<file path="src/rtl/writeback_stage.sv">
// RV32I writeback stage: MEM/WB pipeline register, load extraction, result mux
// and retired-instruction counter feeding the decode-stage register-file write port.
module writeback_stage #(
  parameter int DATA_WIDTH = 32,
  parameter int CNT_WIDTH  = 64
) (
  input  logic                  clk,
  input  logic                  rst_n,
  input  logic                  EnW,
  input  logic                  FlushW,
  input  logic                  ValidM,
  input  logic                  RegWriteM,
  input  logic [1:0]            ResultSrcM,
  input  logic [4:0]            RdM,
  input  logic [DATA_WIDTH-1:0] ALUResultM,
  input  logic [DATA_WIDTH-1:0] ReadDataM,
  input  logic [DATA_WIDTH-1:0] PCPlus4M,
  input  logic [DATA_WIDTH-1:0] ExtImmM,
  input  logic [2:0]            AddressingControlM,
  output logic [DATA_WIDTH-1:0] ResultW,
  output logic [4:0]            RdW,
  output logic                  RegWriteW,
  output logic                  ValidW,
  output logic [CNT_WIDTH-1:0]  InstRetW
);

  logic                  valid_q, regwrite_q;
  logic [1:0]            src_q;
  logic [4:0]            rd_q;
  logic [2:0]            funct3_q;
  logic [DATA_WIDTH-1:0] alu_q, rdata_q, pc4_q, imm_q;
  logic [CNT_WIDTH-1:0]  instret_q, instret_d;
  logic [DATA_WIDTH-1:0] load_d;
  logic [7:0]            byte_sel;
  logic [15:0]           half_sel;

  // An instruction leaves W whenever the register advances, including by flush.
  always_comb begin
    instret_d = instret_q;
    if (valid_q && (EnW || FlushW))
      instret_d = instret_q + {{(CNT_WIDTH-1){1'b0}}, 1'b1};
  end

  always_ff @(posedge clk or negedge rst_n) begin
    if (!rst_n) begin
      valid_q    <= 1'b0;
      regwrite_q <= 1'b0;
      src_q      <= 2'b00;
      rd_q       <= 5'd0;
      funct3_q   <= 3'd0;
      alu_q      <= '0;
      rdata_q    <= '0;
      pc4_q      <= '0;
      imm_q      <= '0;
      instret_q  <= '0;
    end else begin
      instret_q <= instret_d;
      if (FlushW) begin
        valid_q    <= 1'b0;
        regwrite_q <= 1'b0;
      end else if (EnW) begin
        valid_q    <= ValidM;
        regwrite_q <= RegWriteM;
        src_q      <= ResultSrcM;
        rd_q       <= RdM;
        funct3_q   <= AddressingControlM;
        alu_q      <= ALUResultM;
        rdata_q    <= ReadDataM;
        pc4_q      <= PCPlus4M;
        imm_q      <= ExtImmM;
      end
    end
  end

  always_comb begin
    byte_sel = 8'h00;
    case (alu_q[1:0])
      2'd0: byte_sel = rdata_q[7:0];
      2'd1: byte_sel = rdata_q[15:8];
      2'd2: byte_sel = rdata_q[23:16];
      default: byte_sel = rdata_q[31:24];
    endcase
    half_sel = alu_q[1] ? rdata_q[31:16] : rdata_q[15:0];
  end

  always_comb begin
    load_d = rdata_q;
    case (funct3_q)
      3'b000: load_d = {{24{byte_sel[7]}}, byte_sel};
      3'b100: load_d = {24'h000000, byte_sel};
      3'b001: load_d = {{16{half_sel[15]}}, half_sel};
      3'b101: load_d = {16'h0000, half_sel};
      default: load_d = rdata_q;
    endcase
  end

  always_comb begin
    ResultW = alu_q;
    case (src_q)
      2'b00: ResultW = alu_q;
      2'b01: ResultW = load_d;
      2'b10: ResultW = pc4_q;
      default: ResultW = imm_q;
    endcase
  end

  assign RdW       = rd_q;
  assign ValidW    = valid_q;
  assign RegWriteW = regwrite_q & valid_q & (rd_q != 5'd0);
  assign InstRetW  = instret_q;

endmodule
</file>
<file path="config.mk">
export PLATFORM = sky130hd
export DESIGN_NAME = writeback_stage
export DESIGN_NICKNAME = d
export VERILOG_FILES = /design/src/rtl/writeback_stage.sv
export SDC_FILE = /design/constraint.sdc
export NUM_CORES = 1
export LEC_CHECK = 0
export CAP_MARGIN = 20
export CORE_MARGIN = 3
export CORE_UTILIZATION = 49
export DETAILED_ROUTE_END_ITERATION = 8
export GPL_TIMING_DRIVEN = 0
export PLACE_DENSITY = 0.86
export SLEW_MARGIN = 20
export SYNTH_ARGS = -nofsm -noshare
export SYNTH_HDL_FRONTEND = slang
export SYNTH_SLANG_ARGS = --single-unit
</file>
<file path="constraint.sdc">
create_clock -name clk -period 3.1 [get_ports clk]
set_input_delay 0.31 -clock clk [delete_from_list [all_inputs] [get_ports clk]]
set_output_delay 0.31 -clock clk [all_outputs]
set_load 0.03 [all_outputs]
</file>
# == Word level (Yosys, flattened, before mapping) ==
# Index checks and enable logic that the tools add are counted.
# Widths: inputs -> output; s select.
# word_totals
regBits,204
out_inout_bits,103
# op_classes
add_sub_neg,1
n_eq_ne,7
mux,8
n_bitwise,3
n_reduce_logical,8
# op_table
cell,n
$pmux 32 s4,1
$pmux 32 s3,1
$add 64x1->64 const B,1
$pmux 8 s3,1
$mux 16,1
$eq 3x3->1 const B,2
$reduce_bool 5->1,1
$eq 2x1->1 const B,2
$eq 2x2->1 const B,2
$logic_not 2->1,2
$mux 1,4
$eq 3x1->1 const B,1
$logic_not 3->1,1
$and 1x1->1,2
$reduce_and 2->1,1
$reduce_bool 2->1,1
$logic_and 1x1->1,1
$logic_or 1x1->1,1
$not 1->1,1

# == Depth between registers and ports, before layout ==
# depth
ltp_word,4
mapped_depth,8
depth_no_buf,6

# == Least setup slack after synthesis ==
# Ideal clock, no wire load.
# synth_path
kind,reg-to-output
from,register src_q[0]
to,output port ResultW[4]
arrival_ns,2.197
t_required_ns,2.790
slack_ns,0.593
stages_incl_launch_ff,6
cell_sequence,dfrtp_1 -> clkbuf_1 -> buf_1 -> buf_1 -> o221ai_1 -> a22oi_1
# synth_via
elab_chain_len,2
word_cells_on_any_way,4
classes_between,eq/ne: 2; mux: 1; reduce/logical: 1
# synth_lines
element,line,rtl
"start, declared",28,logic [1:0] src_q;
"start signal, assigned",64,src_q <= ResultSrcM;
$eq 2x2->1 (tied with other cells),99,case (src_q)
$pmux 32 s3 *,99,
"end, declared",20,"output logic [DATA_WIDTH-1:0] ResultW,"
# Every way passes the cells marked *; elsewhere a longest branch is shown, timed or not.

# == Worst setup path after layout ==
# layout_path
from,register funct3_q[1]
to,output port ResultW[5]
# layout_via
elab_chain_len,3
word_cells_on_any_way,6
classes_between,eq/ne: 3; mux: 2; reduce/logical: 1
# layout_lines
element,line,rtl
"start, declared",30,logic [2:0] funct3_q;
"start signal, assigned",66,funct3_q <= AddressingControlM;
$eq 3x3->1 (tied with other cells),88,case (funct3_q)
$pmux 32 s4 *,88,
$pmux 32 s3 *,99,
# Marks and branches as above.

==> results.md <==
- Initial antenna violation count: 2
- Critical Path AT: 2700 ps
- Seq/Total Area, Yosys: around 54%
- Crit. path cell count: 6
- CP startpoint kind: flop
- Pwr/cell area: 586 nW/µm²
- Unrepaired setup endpoints after global routing: false
- Syn avg cell area: 12.1 µm²
- Post-Route M1 WL: 10.5 mm
- Rel. slew slack: 32.8%
- Worst hold path class: in -> async
- Tmin final: 3010 ps
- Reg clk slew, reported paths: 60 ps
- Reg2Reg Depth: 7
- Largest net degree at the start of global routing: 100
- Final period utilization: 97.1%
- Fin cells: 1329
- Status: complete, no violations
- Clock sink count: ~200
- FF-to-FF setup slack: 480 ps
- Synth top cells by count: dfrtp_1, mux2_2, nor2_1, clkbuf_1, xor2_1
- Worst Setup SP: funct3_q[1]$_DFFE_PN0P_
- Clock Skew: between 7 and 8 ps
- Post-synth top area share: 53.9%
- Critical path class: reg -> out
- First-pass GRT wire length: 42.7 mm
- Max frequency: 332 MHz
- Post-synth cell types: 49
- Syn-to-layout area delta: 38.6%
- Root buffer cell: clkbuf_16
- GRT overflow: 0
- CTS tree: yes
- GP Congestion: 0.957
- Synth Register Bits: 204
- Max-capacitance violation count: 0
- TritonCTS buffer count: 23
- Post-synthesis net count: between 900 and 1k
- Ys flop type: dfrtp_1
- DR WL met2: about 14 mm
- Leak: between 5 and 6 nW
- Synth Instances: 780
- Worst path bufs/invs: 2
- Yosys top cell by area: dfrtp_1
- Worst-Margin Slew: 1010 ps
- Average wire per standard cell: 20.5 µm
- Ports: 247
- Final Net Count: 1199
- Worst r2r src: InstRetW[32]$_DFFE_PN0P_
- Synth top area cells: dfrtp_1, mux2_2, xor2_1
- Die X-Extent: 145 µm
- Total wire length: 27.2 mm
- DRC errors left: 0
- Ys Warns: 0
- Layout cells sized above 1: 20.6%
- CP required: 2790 ps
- Endpoints failing hold: 0
- CP max stage cell: mux4_2
- DP HPWL: 20.0 mm
- Vias in the first global route: 7781
- Count leader, synth: dfrtp_1
- Slew Limit Fails: 0
- Crit-path max FO: 10
- Full die area: 21000 µm²
- Num rows: 50
- FILL cells: 1365
- Max Buffers Root-to-Sink: 3
- Design Power: 0.00768 W
- Die H: roughly 140 µm
- Vias/cell: 5.65
- Uppermost layer routed: met5
- Family with the most delay on the worst path: buffers and inverters
- Met3 WL: 2.12 mm
- Antenna cells: 0
- ANT nets after route: 0
- Reg2reg end: InstRetW[62]$_DFFE_PN0P_
- Largest stage delay, worst path: roughly 460 ps
- Synth Cell Area: 9470 µm²
- CTS HTree Levels: 1
- Core box area: 18800 µm²
- Total track usage: 25.1%
- Cells along the critical path: clkbuf_2, nor3b_4, o21ai_0, o221a_2, mux4_2, dlygate4sd2_1
- Synth async-reset ratio: 100%
- EDFF count, synth: 0
- Vias post-DR: ~7.5k
- Placed Cells: between 1k and 1.5k
- CP endpoint kind: primary output
- Starting DRT DRC Count: between 300 and 400
- Port Buf Inserts: 246
- Final setup vio count: 0
- Worst setup endpoint: ResultW[5]
- Clk_lat worst skew: 500 ps
- Initial core utilization: 50.3%
- Fin util: 69.7%
- DRT Pass-1 Iters: 5
- VDD IR max: 522 µV
## how the worst min path moves through the flow
stage	from	end	slack (ps)	depth (start not counted)
after global routing	rst_n	InstRetW[4]$_DFFE_PN0P_	200	2
final	rst_n	InstRetW[4]$_DFFE_PN0P_	210	2
after CTS	rst_n	InstRetW[4]$_DFFE_PN0P_	190	2
after detailed placement	rst_n	InstRetW[4]$_DFFE_PN0P_	120	1
after global placement	InstRetW[63]$_DFFE_PN0P_	InstRetW[63]$_DFFE_PN0P_	460	1
after floorplan	rst_n	InstRetW[0]$_DFFE_PN0P_	10	0
## layout by cell type (no fill, tap or decap), types with 4 or more instances in the layout
cell             instances
a221oi_1                15
or3_1                    4
clkdlybuf4s15_1          9
o22a_1                  14
dlygate4sd2_1           17
and4_1                   8
clkbuf_8                 5
a21oi_1                 14
clkbuf_16               23
mux2_2                 135
xor2_1                  33
dfrtp_1                202
nand3_1                 20
nand2b_1                 5
o221a_2                  6
inv_1                   12
clkbuf_2                12
o21ai_0                 26
buf_4                    4
a32oi_1                  6
nor4_1                  11
xnor2_1                 30
clkdlybuf4s50_1        213
nor2_1                  67
clkbuf_1                29
nand2_1                 31
nand4_1                 22
nor3_1                  12
mux2i_1                 13
and3_1                  13
mux4_2                   7
clkinv_2                 4
## cell families (layout without fill, tap and decap cells)
group           Yosys count  in the layout  share of synthesized area (%)
buf+inv                  53            342                           2.21
mux                     155            155                           19.1
fa+ha+maj                 1              1                          0.132
flops                   204            204                           53.9
xor+xnor                 63             63                           5.83
compound gates           97             97                           7.48
simple gates            207            207                           11.3
## metal layers
| layer | GRT usage [%] | up-vias |
|---|---|---|
| li1 | - | 3385 |
| met4 | 7.51 | 4 |
| met1 | 31.0 | 3743 |
| met5 | 0 | - |
| met3 | 6.03 | 66 |
| met2 | 44.0 | 314 |
## worst reg2reg max path, cell delays in order, from the launching register on
cell	delay, ps
dfrtp_1	450
and4_1	210
buf_2	170
nand4_1	420
or3_1	480
clkbuf_1	190
nor4_1	430
xnor2_1	180
## cell type report
type / instances / area (µm²) / area share (%)
plain buffers: 39 / 178 / 1.35
multi-input cells: 523 / 4190 / 32.0
repair buffers: 251 / 2520 / 19.2
flip-flops and latches: 204 / 5110 / 38.9
inverters: 12 / 45.0 / 0.343
well taps: 260 / 325 / 2.48
clock inverters: 6 / 80.1 / 0.611
clock buffers: 34 / 667 / 5.08
## flip-flops by register name, summed over array words and instances, names as in the netlist
| signal | cells |
|---|---|
| InstRetW | 64 |
| RdW | 5 |
| ValidW | 1 |
| alu_q | 32 |
| funct3_q | 3 |
| imm_q | 32 |
| pc4_q | 32 |
| rdata_q | 32 |
| regwrite_q | 1 |
| src_q | 2 |
## metrics by stage
stage	setup slack, ps	area, µm²	hold slack (ps)	setup TNS, ps
2_1_floorplan	593	9470	14.4	0
5_1_grt	3.22	13100	200	0
6_report	91.2	13100	208	0
3_3_place_gp	-6730	12300	457	-1386580
3_5_place_dp	-677	12300	121	-15900
4_1_cts	0.240	13100	194	0
## power breakdown
part | internal, W | leakage (nW) | switching, W | total (W)
Sequential | 0.00296 | 2.51 | 0.000233 | 0.00319
Combinational | 0.000844 | 2.65 | 0.000931 | 0.00178
Clock | 0.00165 | 0.370 | 0.00107 | 0.00271
Total | 0.00545 | 5.53 | 0.00223 | 0.00768
## what timing repair did
item	4_1_cts	5_1_grt
resized for setup	56	27
hold buffers	1	0
pin swaps	1	0
hold endpoints to repair	204	0
endpoints found under the setup margin	32	22
buffers inserted	2	0
Power figures use the tool's default switching activity.
